--- src/rtl/gol_run_sequencer_if.sv ---
// Control bundle between the HPS PIOs, the run sequencer and the Game of Life engine.
// Handshake: gol_initialize is a level request held while the sequencer is arming a
// generation; the engine answers with the gol_completed level, which the sequencer
// must first see low (fresh generation) and then high (generation finished).
interface gol_run_sequencer_if #(
   parameter int ADDR_W = 12,
   parameter int GEN_W  = 16
) ();
   logic              run_start;
   logic              abort;
   logic [GEN_W-1:0]  run_generations;
   logic              gol_completed;
   logic              gol_initialize;
   logic [ADDR_W-1:0] gol_start_address;
   logic [ADDR_W-1:0] gol_result_address;
   logic              busy;
   logic              done;
   logic              error_timeout;
   logic [GEN_W-1:0]  generations_done;
   logic [ADDR_W-1:0] final_address;
   logic [2:0]        state_dbg;

   // Sequencer side
   modport slave (
      input  run_start, abort, run_generations, gol_completed,
      output gol_initialize, gol_start_address, gol_result_address,
             busy, done, error_timeout, generations_done, final_address, state_dbg
   );

   // HPS / engine / bench side
   modport master (
      output run_start, abort, run_generations, gol_completed,
      input  gol_initialize, gol_start_address, gol_result_address,
             busy, done, error_timeout, generations_done, final_address, state_dbg
   );
endinterface

--- src/rtl/gol_run_sequencer.sv ---
// Runs a programmed number of Game of Life generations back-to-back, ping-ponging
// the source/result boards between two buffers, with abort and timeout handling.
// state_dbg encoding: 0 IDLE, 1 ARM, 2 RUN, 3 STEP, 4 DONE, 5 ERROR.
module gol_run_sequencer #(
   parameter int                ADDR_W         = 12,
   parameter logic [ADDR_W-1:0] BUF_A_BASE     = 12'h000,
   parameter logic [ADDR_W-1:0] BUF_B_BASE     = 12'h800,
   parameter int                GEN_W          = 16,
   parameter int                TIMEOUT_CYCLES = 1000000,
   parameter int                TMO_W          = 20
) (
   input  logic                 fpga_clk_50,
   input  logic                 hps_fpga_reset_n,
   gol_run_sequencer_if.slave   bus
);

   typedef enum logic [2:0] {
      S_IDLE  = 3'd0,
      S_ARM   = 3'd1,
      S_RUN   = 3'd2,
      S_STEP  = 3'd3,
      S_DONE  = 3'd4,
      S_ERROR = 3'd5
   } state_t;

   localparam logic [TMO_W-1:0] TMO_LIMIT = TMO_W'(TIMEOUT_CYCLES - 1);

   state_t            state_q, state_d;
   logic              start_prev_q, start_prev_d;
   logic [GEN_W-1:0]  target_q, target_d;
   logic [GEN_W-1:0]  gen_q, gen_d;
   logic [TMO_W-1:0]  tmo_q, tmo_d;
   logic [ADDR_W-1:0] start_addr_q, start_addr_d;
   logic [ADDR_W-1:0] result_addr_q, result_addr_d;
   logic [ADDR_W-1:0] final_addr_q, final_addr_d;
   logic              init_q, init_d;
   logic              busy_q, busy_d;
   logic              done_q, done_d;
   logic              err_q, err_d;

   logic              start_edge;
   logic [GEN_W-1:0]  gen_inc;

   // Next-state logic; outputs are derived from the next state so they come out registered
   always_comb begin
      state_d       = state_q;
      start_prev_d  = bus.run_start;
      target_d      = target_q;
      gen_d         = gen_q;
      tmo_d         = tmo_q;
      start_addr_d  = start_addr_q;
      result_addr_d = result_addr_q;
      final_addr_d  = final_addr_q;
      start_edge    = bus.run_start & ~start_prev_q;
      gen_inc       = gen_q + 1'b1;

      if (bus.abort) begin
         // Abort wins over everything, including a start edge in the same cycle
         state_d = S_IDLE;
      end else begin
         case (state_q)
            S_IDLE, S_DONE, S_ERROR: begin
               if (start_edge) begin
                  target_d      = bus.run_generations;
                  gen_d         = '0;
                  start_addr_d  = BUF_A_BASE;
                  result_addr_d = BUF_B_BASE;
                  final_addr_d  = BUF_A_BASE;
                  tmo_d         = '0;
                  state_d       = (bus.run_generations == '0) ? S_DONE : S_ARM;
               end
            end
            S_ARM: begin
               // A completed flag still high from the last generation is stale; wait it out
               if (!bus.gol_completed) begin
                  state_d = S_RUN;
                  tmo_d   = '0;
               end else if (tmo_q == TMO_LIMIT) begin
                  state_d = S_ERROR;
               end else begin
                  tmo_d = tmo_q + 1'b1;
               end
            end
            S_RUN: begin
               if (bus.gol_completed) begin
                  state_d = S_STEP;
               end else if (tmo_q == TMO_LIMIT) begin
                  state_d = S_ERROR;
               end else begin
                  tmo_d = tmo_q + 1'b1;
               end
            end
            S_STEP: begin
               gen_d         = gen_inc;
               final_addr_d  = result_addr_q;
               start_addr_d  = result_addr_q;
               result_addr_d = start_addr_q;
               tmo_d         = '0;
               state_d       = (gen_inc == target_q) ? S_DONE : S_ARM;
            end
            default: state_d = S_IDLE;
         endcase
      end

      init_d = (state_d == S_ARM);
      busy_d = (state_d == S_ARM) || (state_d == S_RUN) || (state_d == S_STEP);
      done_d = (state_d == S_DONE);
      err_d  = (state_d == S_ERROR);
   end

   // State and output registers with asynchronous active-low reset
   always_ff @(posedge fpga_clk_50 or negedge hps_fpga_reset_n) begin
      if (!hps_fpga_reset_n) begin
         state_q       <= S_IDLE;
         start_prev_q  <= 1'b0;
         target_q      <= '0;
         gen_q         <= '0;
         tmo_q         <= '0;
         start_addr_q  <= BUF_A_BASE;
         result_addr_q <= BUF_B_BASE;
         final_addr_q  <= BUF_A_BASE;
         init_q        <= 1'b0;
         busy_q        <= 1'b0;
         done_q        <= 1'b0;
         err_q         <= 1'b0;
      end else begin
         state_q       <= state_d;
         start_prev_q  <= start_prev_d;
         target_q      <= target_d;
         gen_q         <= gen_d;
         tmo_q         <= tmo_d;
         start_addr_q  <= start_addr_d;
         result_addr_q <= result_addr_d;
         final_addr_q  <= final_addr_d;
         init_q        <= init_d;
         busy_q        <= busy_d;
         done_q        <= done_d;
         err_q         <= err_d;
      end
   end

   assign bus.gol_initialize     = init_q;
   assign bus.gol_start_address  = start_addr_q;
   assign bus.gol_result_address = result_addr_q;
   assign bus.busy               = busy_q;
   assign bus.done               = done_q;
   assign bus.error_timeout      = err_q;
   assign bus.generations_done   = gen_q;
   assign bus.final_address      = final_addr_q;
   assign bus.state_dbg          = state_q;

endmodule
--- src/flat_wrapper.sv ---
// flat-port wrapper written by rule: the top's interface ports become plain ports
module gol_run_sequencer_flat 
#(
   parameter int                ADDR_W         = 12,
   parameter logic [ADDR_W-1:0] BUF_A_BASE     = 12'h000,
   parameter logic [ADDR_W-1:0] BUF_B_BASE     = 12'h800,
   parameter int                GEN_W          = 16,
   parameter int                TIMEOUT_CYCLES = 1000000,
   parameter int                TMO_W          = 20
)
  (fpga_clk_50, hps_fpga_reset_n, bus_run_start, bus_abort, bus_run_generations, bus_gol_completed, bus_gol_initialize, bus_gol_start_address, bus_gol_result_address, bus_busy, bus_done, bus_error_timeout, bus_generations_done, bus_final_address, bus_state_dbg);
  gol_run_sequencer_if #(.ADDR_W(ADDR_W), .GEN_W(GEN_W)) bus_i ();
  input  logic fpga_clk_50;
  input  logic hps_fpga_reset_n;
  input wire logic [$bits(bus_i.run_start)-1:0] bus_run_start;
  input wire logic [$bits(bus_i.abort)-1:0] bus_abort;
  input wire logic [$bits(bus_i.run_generations)-1:0] bus_run_generations;
  input wire logic [$bits(bus_i.gol_completed)-1:0] bus_gol_completed;
  output wire logic [$bits(bus_i.gol_initialize)-1:0] bus_gol_initialize;
  output wire logic [$bits(bus_i.gol_start_address)-1:0] bus_gol_start_address;
  output wire logic [$bits(bus_i.gol_result_address)-1:0] bus_gol_result_address;
  output wire logic [$bits(bus_i.busy)-1:0] bus_busy;
  output wire logic [$bits(bus_i.done)-1:0] bus_done;
  output wire logic [$bits(bus_i.error_timeout)-1:0] bus_error_timeout;
  output wire logic [$bits(bus_i.generations_done)-1:0] bus_generations_done;
  output wire logic [$bits(bus_i.final_address)-1:0] bus_final_address;
  output wire logic [$bits(bus_i.state_dbg)-1:0] bus_state_dbg;
  assign bus_i.run_start = bus_run_start;
  assign bus_i.abort = bus_abort;
  assign bus_i.run_generations = bus_run_generations;
  assign bus_i.gol_completed = bus_gol_completed;
  assign bus_gol_initialize = bus_i.gol_initialize;
  assign bus_gol_start_address = bus_i.gol_start_address;
  assign bus_gol_result_address = bus_i.gol_result_address;
  assign bus_busy = bus_i.busy;
  assign bus_done = bus_i.done;
  assign bus_error_timeout = bus_i.error_timeout;
  assign bus_generations_done = bus_i.generations_done;
  assign bus_final_address = bus_i.final_address;
  assign bus_state_dbg = bus_i.state_dbg;
  gol_run_sequencer #(.ADDR_W(ADDR_W), .BUF_A_BASE(BUF_A_BASE), .BUF_B_BASE(BUF_B_BASE), .GEN_W(GEN_W), .TIMEOUT_CYCLES(TIMEOUT_CYCLES), .TMO_W(TMO_W)) u_core (.fpga_clk_50(fpga_clk_50), .hps_fpga_reset_n(hps_fpga_reset_n), .bus(bus_i));
endmodule
--- config.mk ---
export PLATFORM = sky130hd
export DESIGN_NAME = gol_run_sequencer_flat
export DESIGN_NICKNAME = d
export VERILOG_FILES = /design/src/rtl/gol_run_sequencer_if.sv /design/src/rtl/gol_run_sequencer.sv /design/src/flat_wrapper.sv
export SDC_FILE = /design/constraint.sdc
export NUM_CORES = 1
export LEC_CHECK = 0
export CAP_MARGIN = 20
export CORE_AREA = 2 2 138 73
export DETAILED_ROUTE_END_ITERATION = 12
export DIE_AREA = 0 0 140 75
export PLACE_DENSITY = 0.75
export REMOVE_ABC_BUFFERS = 1
export SYNTH_ARGS = -nofsm -noshare
export SYNTH_HDL_FRONTEND = slang
export SYNTH_SLANG_ARGS = --single-unit
--- constraint.sdc ---
create_clock -name fpga_clk_50 -period 4.4 [get_ports fpga_clk_50]
set_input_delay 0.88 -clock fpga_clk_50 [delete_from_list [all_inputs] [get_ports fpga_clk_50]]
set_output_delay 0.88 -clock fpga_clk_50 [all_outputs]
set_load 0.03 [all_outputs]
Word-level counts from Yosys, hierarchy flattened

Index checks and enable logic that the tools add are counted.
W data, S select, Z words.

Flip-flop bits (word level): 84
Latch bits: 0
Memory bits (writable): 0
Bits in read-only memories: 0
Input bits: 21
Word-level logic and storage cells: 59
Memories kept: 0

Add/subtract/negate cells: 2
$mul: 0
Div/mod/pow operators: 0
Magnitude comparators: 0
Eq/ne operators: 14
Shift-type cells: 0
Muxes and demuxes: 19
Bitwise operators: 3
Reduce and logical (&&, ||, !) cells: 10

Operators with widths:

| cell                    | count |
|---|---|
| $mux W20                | 4 |
| $pmux W20 S4            | 1 |
| $pmux W12 S2            | 2 |
| $pmux W16 S2            | 1 |
| $mux W12                | 2 |
| $mux W3                 | 7 |
| $add A20 B1 Y20 const B | 1 |
| $eq A20 B20 Y1 const B  | 1 |
| $add A16 B1 Y16 const B | 1 |
| $eq A16 B16 Y1          | 1 |
| $logic_not A16 Y1       | 1 |
| $mux W16                | 1 |
| $eq A3 B2 Y1 const B    | 4 |
| $eq A3 B3 Y1 const B    | 4 |
| $pmux W3 S4             | 1 |
| $eq A3 B1 Y1 const B    | 2 |
| $reduce_and A3 Y1       | 2 |
| $reduce_and A4 Y1       | 1 |
| $reduce_bool A4 Y1      | 1 |
| $logic_not A3 Y1        | 1 |
| $reduce_or A3 Y1        | 1 |
| $logic_or A1 B1 Y1      | 2 |
| $ne A2 B1 Y1 const B    | 1 |
| $ne A2 B2 Y1 const B    | 1 |
| 3 further kinds         | 4 |

Longest topological paths before layout

Gate-level depths: netlist of run 1.

Depth in word-level cells: 8
Gate-level depth with buffers: 9

Worst setup path after synthesis of run 1

No wires, ideal clock.

Path kind: flip-flop to flip-flop
Start: reg u_core.gen_q[0], in the netlist u_core.bus.generations_done[0]
End: reg u_core.init_q, in the netlist u_core.bus.gol_initialize
Setup time: 120 ps
Arrival: 2,504 ps
Required time: 4,280 ps
Path slack: 1,776 ps
Cell stages (with the launch flop): 9
Buffers on the path: 1
Clock period less this slack: 2,624 ps
Cell sequence: dfrtp_1 ha_1 and3_1 buf_6 nand3_4 xnor2_1 or4_1 or4_1 and3_1

Longest elaborated chain between the ends: 6

Ends and longest elaborated chain:

| element                | line                     | text |
|---|---|---|
| start, declared        | gol_run_sequencer.sv:31  | `logic [GEN_W-1:0] gen_q, gen_d;` |
| start signal, assigned | gol_run_sequencer.sv:130 | `gen_q <= gen_d;` |
| $add A16 B1 Y16        | gol_run_sequencer.sv:55  | `gen_inc = gen_q + 1'b1;` |
| $eq A16 B16 Y1         | gol_run_sequencer.sv:99  | `state_d = (gen_inc == target_q) ? S_DONE : S_ARM;` |
| $mux W3                | gol_run_sequencer.sv:99  |  |
| $pmux W3 S4            | gol_run_sequencer.sv:61  | `case (state_q)` |
| $mux W3                | gol_run_sequencer.sv:57  | `if (bus.abort) begin` |
| $eq A3 B1 Y1           | gol_run_sequencer.sv:105 | `init_d = (state_d == S_ARM);` |
| via u_core.init_d      | gol_run_sequencer.sv:36  | `logic init_q, init_d;` |
| end signal, assigned   | gol_run_sequencer.sv:135 | `init_q <= init_d;` |
| end, declared          | gol_run_sequencer.sv:36  |  |

The timed path passes the listed nets, and every way through them passes these cells.
A chain may end at the register's enable or synchronous reset.

Worst setup path in the final report of run 1

Start: in bus_abort
End: reg u_core.busy_q, in the netlist u_core.bus.busy

Longest elaborated chain between the ends: 4
Elaborated cells on any way between the ends: 6

Ends and longest elaborated chain:

| element                                      | line                     | text |
|---|---|---|
| start, declared                              | flat_wrapper.sv:16       | `input wire logic [$bits(bus_i.abort)-1:0] bus_abort;` |
| $mux W3 (*)                                  | gol_run_sequencer.sv:57  |  |
| $eq A3 B1 Y1 or $eq A3 B2 Y1 (tied branches) | gol_run_sequencer.sv:106 | `busy_d = (state_d == S_ARM) \|\| (state_d == S_RUN) \|\| (state_d == S_STEP);` |
| $logic_or A1 B1 Y1                           | gol_run_sequencer.sv:106 |  |
| $logic_or A1 B1 Y1 (*)                       | gol_run_sequencer.sv:106 |  |
| via u_core.busy_d                            | gol_run_sequencer.sv:37  | `logic busy_q, busy_d;` |
| end signal, assigned                         | gol_run_sequencer.sv:136 | `busy_q <= busy_d;` |
| end, declared                                | gol_run_sequencer.sv:37  |  |

The timed path passes the listed nets; every way through them passes the cells marked *.

==> key figures, run 1 <==
Yosys
  • Cells after Synth: between 400 and 500
  • Synth Area in Simple Gates: 0.202
  • Share of synthesized flip-flops with an asynchronous set or reset: 1.00
  • Post-Syn Area: between 0.004 and 0.005 mm^2
  • Number of synthesized flops with an enable pin: 0
  • Largest area contributor in the netlist: dfrtp_1
  • Commonest register cell after synthesis: dfrtp_1
  • Syn_area_per_cell: 10.2 um^2
  • Main combinational cell family by area after synthesis: simple AND/OR/NAND/NOR gates
  • Post-synthesis mux area share: 0.0470
  • Synth Area in Compound Gates: 0.139
  • Ranking of synthesized cells by area: dfrtp_1 46%, a22o_1 4.5%, xor2_1 4.3%
  • Synth warn: 0
  • #FFs+latches synth: 84
  • XOR/XNOR share of the synthesized area: 0.0809
  • Yosys cell types: 54
  • Post-synth top area share: 0.461
  • Register area share after synthesis: 0.467
  • Synth Area in Adders: 0.00556

Finish
  • Diode count: 0
  • Layout cell share with drive strength beyond 1: 0.107
  • Most common cell after layout, fill and taps aside: dfrtp_1
  • Synth-to-layout area growth: 24.4%
  • Fin util: 0.607
  • Net count reported at finish: 522
  • Commonest non-fill, non-tap cells in the layout: 83 x dfrtp_1, 78 x clkdlybuf4s50_1, 34 x nor2_1
  • Design Area, Final: roughly 0.0056 mm^2

Clock network
  • Cts bufs inserted: 9
  • Skew-Pair Late Insertion Delay: 0.35 ns
  • Root Buffer: clkbuf_16
  • Setup repair bufs after CTS: 0
  • Clock sinks: 84
  • H-tree Lvls: 3
  • Clock transition at the registers of the reported paths: 0.06 ns
  • Resized Gates After CTS: 0
  • CTS Buffer Depth: 2
  • CTS tree: built
  • CTS Hold Buffers Added: 0

Setup path
  • Cell Chain, Critical Path: clkdlybuf4s50_1 -> a21oi_1 -> nand2_1 -> nor4_1 -> or4b_1 -> and3_1
  • CP arrival: 3.19 ns
  • CP Launch Type: input port
  • CP required: 4.64 ns
  • Crit-path max FO: 22
  • Setup crit end kind: flip-flop
  • CP max-delay cell: clkdlybuf4s50_1
  • CP bufs+invs: 1
  • Crit-path leading delay family: simple AND/OR/NAND/NOR gates
  • Critical path class: input port to flip-flop
  • Max stage delay on crit path: 0.56 ns

Detailed routing
  • DR vias/cell: 5.92
  • Routed WL per cell: 18.1 um
  • Post-route ant nets: 0
  • Post-Route WL: approximately 11 mm
  • Vias post-DR: between 3000 and 4000
  • # DRC: 5
  • Drt first pass iters: 8
  • Initial DRC count: 311

Die
  • Die area: ~0.011 mm^2
  • I/O pins: 80
  • Row Count: 25
  • Die X: about 140 um
  • Die Y: between 70 and 80 um
  • Core footprint: roughly 0.009 mm^2
  • Starting Density: 0.488

Timing
  • FMAX: 339 MHz
  • Slew headroom: 0.456
  • Clk_skew: 0.00755 ns
  • Least-Margin Pin Slew: 0.815 ns
  • Tmin final: 2.95 ns
  • Unrepaired setup endpoints after global routing: false
  • Fin crit share: 0.671
  • Fin. max-slew vios: 0
  • Hold Violations, Final: 0
  • Final setup violation count: 0
  • Setup TNS: 0 ns

Place
  • Port bufs: 79
  • GP Congestion: between 0.8 and 0.9
  • Post-DP Area: roughly 0.0052 mm^2
  • Post-DP HPWL: 7.92 mm

Global routing
  • Initial antenna violation count: 0
  • Vias in the first global route: about 3300
  • Gr usage total: 0.223
  • Largest net degree at the start of global routing: 85
  • Global-route wire length before repair: 18.0 mm
  • Global route overflow: 0

Flow run
  • Max Cap Violations: 0

Status
  • Run status: finished, violations left
  • Failing checks: DRC

Pwr
  • P_leak: approximately 0.0024 uW
  • Power density over the cells: 356 mW/mm^2
  • Peak VDD IR: 238 uV

Hold path
  • Hold Path Class: input port to async pin
-- layout make-up --
class	instances	area [um^2]
fillers	756	3630
well taps	121	151
flip-flops and latches	84	2100
clock buffers	9	225
repair buffers	85	853
inverters	6	22.5
clock inverters	7	100
multi-input cells	313	2150
-- stage by stage --
stage / hold slack (ns) / worst slack [ns] / power, uW / std cells
floorplan: 0.445 / 1.56 / 1070 / 403
global placement: 0.484 / 1.22 / 1160 / 607
detailed placement: 0.470 / 1.12 / 1170 / 607
CTS: 0.486 / 1.48 / 2010 / 623
global route: 0.460 / 1.23 / 2080 / 625
finish: 0.439 / 1.45 / 1990 / 625
-- Yosys cell counts, types with 5 or more instances --
library cell and instances:
o31ai_1 6, nand2_1 29, o21ai_0 22, inv_1 6
buf_6 5, xor2_1 22, clkbuf_1 17, nand3_1 13
nor4_1 8, dfrtp_1 83, a21oi_1 16, nor2b_1 5
mux2_2 17, and3_1 13, and4_1 8, nand4_1 14
nor2_1 35, a31oi_1 5, buf_4 13, nor3_1 7
xnor2_1 17, a22o_1 23
-- flip-flops by register name (all words and copies together), names as in the netlist --
| register | flops |
|---|---|
| u_core.bus.done | 1 |
| u_core.tmo_q | 20 |
| u_core.bus.gol_initialize | 1 |
| u_core.bus.generations_done | 16 |
| u_core.start_prev_q | 1 |
| u_core.target_q | 16 |
| u_core.bus.state_dbg | 3 |
| u_core.bus.error_timeout | 1 |
| u_core.bus.gol_result_address | 12 |
| u_core.bus.gol_start_address | 12 |
| u_core.bus.busy | 1 |
-- report_power, final --
part / internal (uW) / switching (uW)
clock network: 501 / 327
registers: 830 / 53.3
logic: 140 / 143
total: 1470 / 523
-- routing by layer --
layer	global-route usage	share of wire	vias to the layer above
li1	-	-	1717
met1	0.346	0.51	1848
met2	0.294	0.41	124
met3	0.0751	0.078	9
met4	0.0550	0.0077	0
met5	0	0	-
-- worst reg2reg max path: cells and delay by family (launching register included) --
kind	cells	cell delay, ns
simple gates	4	1.45
flops	1	0.51
compound gates	2	0.47
fa+ha+maj	1	0.33
-- final timing paths --
check,start,to,slack (ns),cells after the start
max in group asynchronous,hps_fpga_reset_n,u_core.bus.gol_result_address[11],3.28,2
min in group fpga_clk_50,u_core.bus.gol_result_address[11],u_core.bus.gol_result_address[11],0.48,2
setup / recovery,bus_abort,u_core.bus.busy,1.45,6
hold reg to reg,u_core.bus.gol_result_address[11],u_core.bus.gol_result_address[11],0.48,2
hold / removal,hps_fpga_reset_n,u_core.bus.gol_result_address[9],0.44,1
setup reg to reg,u_core.bus.generations_done[0],u_core.bus.gol_initialize,1.52,7
-- kinds of logic after synthesis --
family                     count (synthesis)
xor gates and xnor gates                  40
muxes                                     19
and+or+nand+nor                          161
adders and majority gates                  2
buffers and inverters                     45
AOI/OAI and AO/OA                         91
DFF                                       84
Note: power is estimated with default switching activity, not from simulation.
==> inputs of run 2 (changes only) <==
- clock period: 4.4 -> 3.1 ns (I/O delays scaled with it)
==> run 2 against run 1 <==
- the run still ends with DRC left
- first-iteration DRC count rose by 6.4%
- combinational power rose by 44%
- critical path depth rose by 1
- flip-flop and latch count did not move
- hold slack got worse by 0.13 ns
- worst setup slack got worse by 1.1 ns
- sequential power rose by 43%
- count of clock-buffer cells in the layout rose by 1
- final cell count rose by 0.80%
- non-clock buffer count rose by 5
- design area rose by 0.18%
- clock power rose by 38%
- critical endpoint is now u_core.bus.gol_initialize
==> key figures, run 2 (synthesis results as in run 1) <==
Setup path
  • Reg-to-reg endpoint: u_core.bus.gol_initialize
  • Setup crit end kind: flip-flop
  • Crit-path max FO: 8
  • Crit path launch: u_core.bus.generations_done[0]
  • CP Launch Type: flip-flop
  • RR Startpoint: u_core.bus.generations_done[0]
  • R2r worst-path depth: 7
  • CP required: 3.33 ns
  • CP arrival: 2.99 ns
  • Setup slack of the most critical reg-to-reg path: between 0.3 and 0.4 ns
  • CP endpoint: u_core.bus.gol_initialize
  • Critical path class: flip-flop to flip-flop

Detailed routing
  • Routed WL per cell: 18.3 um
  • DR vias/cell: 5.94
  • Post-Route WL: 11.5 mm
  • Post-route ant nets: 0
  • Drt first pass iters: 10
  • # DRC: 5
  • DR WL met2: 4.82 mm
  • Vias post-DR: 3743
  • Top layer in use: met4
  • DR WL met3: 724 um
  • Initial DRC count: 331
  • Met1 WL: around 6 mm

Finish
  • Max reg flops: 20
  • Net count reported at finish: 527
  • Most common cell after layout, fill and taps aside: dfrtp_1
  • Layout cell share with drive strength beyond 1: 0.114
  • Area of the multi-input gates: ~0.0021 mm^2
  • Synth-to-layout area growth: 24.6%
  • Seq. cell area: 0.00210 mm^2
  • Fillers: a little over 700
  • Commonest non-fill, non-tap cells in the layout: 83 x dfrtp_1, 78 x clkdlybuf4s50_1, 34 x nor2_1
  • Diode count: 0
  • Design Area, Final: ~0.0056 mm^2
  • Largest reg by FF count: u_core.tmo_q

Clock network
  • Clock transition at the registers of the reported paths: 0.06 ns
  • CTS tree: built
  • H-tree Lvls: 3
  • CTS Buffer Depth: 2
  • Clock sinks: 84
  • CTS Hold Buffers Added: 0
  • Root Buffer: clkbuf_16
  • Cts bufs inserted: 9
  • Resized Gates After CTS: 0
  • Setup repair bufs after CTS: 0
  • Skew-Pair Late Insertion Delay: 0.34 ns

Timing
  • FMAX: 361 MHz
  • Fin crit share: 0.893
  • Setup TNS: 0 ns
  • Tmin final: 2.77 ns
  • Hold Violations, Final: 0
  • Least-Margin Pin Slew: between 0.7 and 0.8 ns
  • Clk_skew: around 0.0080 ns
  • Slew headroom: 0.524
  • Final setup violation count: 0
  • Unrepaired setup endpoints after global routing: false
  • Fin. max-slew vios: 0

Global routing
  • Largest net degree at the start of global routing: 53
  • Gr usage total: 0.228
  • Initial antenna violation count: 0
  • Global route overflow: 0
  • Global-route wire length before repair: 18.5 mm
  • Vias in the first global route: 3463

Pwr
  • P_leak: 0.00239 uW
  • Sequential fraction of design power: 0.448
  • Net Sw Frac: 0.259
  • Peak VDD IR: 284 uV
  • Net Switching: 728 uW
  • Logic pwr share: 0.145
  • Power density over the cells: 501 mW/mm^2
  • Clock Power Share: 0.407
  • Internal power: 2080 uW

Place
  • GP Congestion: 0.906
  • Port bufs: 79
  • Post-DP HPWL: 8.31 mm
  • Post-DP Area: 0.00529 mm^2

Die
  • Row Count: 25
  • Die Y: 75 um
  • I/O pins: 80
  • Die area: 0.0105 mm^2
  • Die X: 140 um
  • Starting Density: 0.488
  • Core footprint: 0.00923 mm^2

Flow run
  • Max Cap Violations: 0

Hold path
  • Hold Path Class: input port to async pin

Status
  • Run status: finished, violations left
  • Failing checks: DRC
==> run 2: worst min path at each step <==
stage / start / end / slack, ns / cells after the start
floorplan: hps_fpga_reset_n / u_core.bus.busy / 0.32 / 0
global placement: u_core.bus.gol_result_address[11] / u_core.bus.gol_result_address[11] / 0.47 / 2
detailed placement: u_core.tmo_q[19] / u_core.tmo_q[19] / 0.49 / 1
CTS: hps_fpga_reset_n / u_core.bus.gol_result_address[9] / 0.33 / 1
global route: hps_fpga_reset_n / u_core.bus.gol_start_address[9] / 0.36 / 1
finish: hps_fpga_reset_n / u_core.bus.gol_result_address[9] / 0.31 / 1
==> run 2: metal layers <==
layer  up-vias  GRT usage
li1       1726          -
met1      1859      0.351
met2       146      0.321
met3        12     0.0598
met4         0     0.0516
met5         -          0
==> run 2: final cells by class <==
| class | instances | share of cell area |
|---|---|---|
| clock inverters | 6 | 0.0158 |
| clock buffers | 10 | 0.0408 |
| repair buffers | 90 | 0.155 |
| well taps | 121 | 0.0270 |
| inverters | 6 | 0.00401 |
| flip-flops and latches | 84 | 0.375 |
| multi-input cells | 313 | 0.382 |
==> run 2: worst max-delay path, cell delays in order, from the launching register on <==
cell and delay [ns]:
dfrtp_1 0.49, ha_1 0.32, nand3_1 0.23, xnor2_1 0.22, nand4b_1 0.23, or4_1 0.54, or4_1 0.42, and3_1 0.20
==> run 2: power groups by stage <==
stage | clock (uW) | sequential [uW] | combinational [uW]
detailed placement | 0 | 1270 | 405
global route | 1210 | 1270 | 444
floorplan | 0 | 1270 | 244
global placement | 0 | 1270 | 394
finish | 1140 | 1260 | 408
CTS | 1160 | 1260 | 410
==> run 2: metrics by stage <==
step	util	worst slack, ns	total power, uW	std cells	hold WS [ns]
2_1_floorplan	-	0.328	1520	403	0.324
5_1_grt	0.608	0.189	2930	630	0.361
3_5_place_dp	0.574	0.315	1680	614	0.494
3_3_place_gp	0.574	0.346	1660	614	0.467
6_report	0.608	0.332	2810	630	0.310
4_1_cts	0.608	0.367	2830	630	0.327
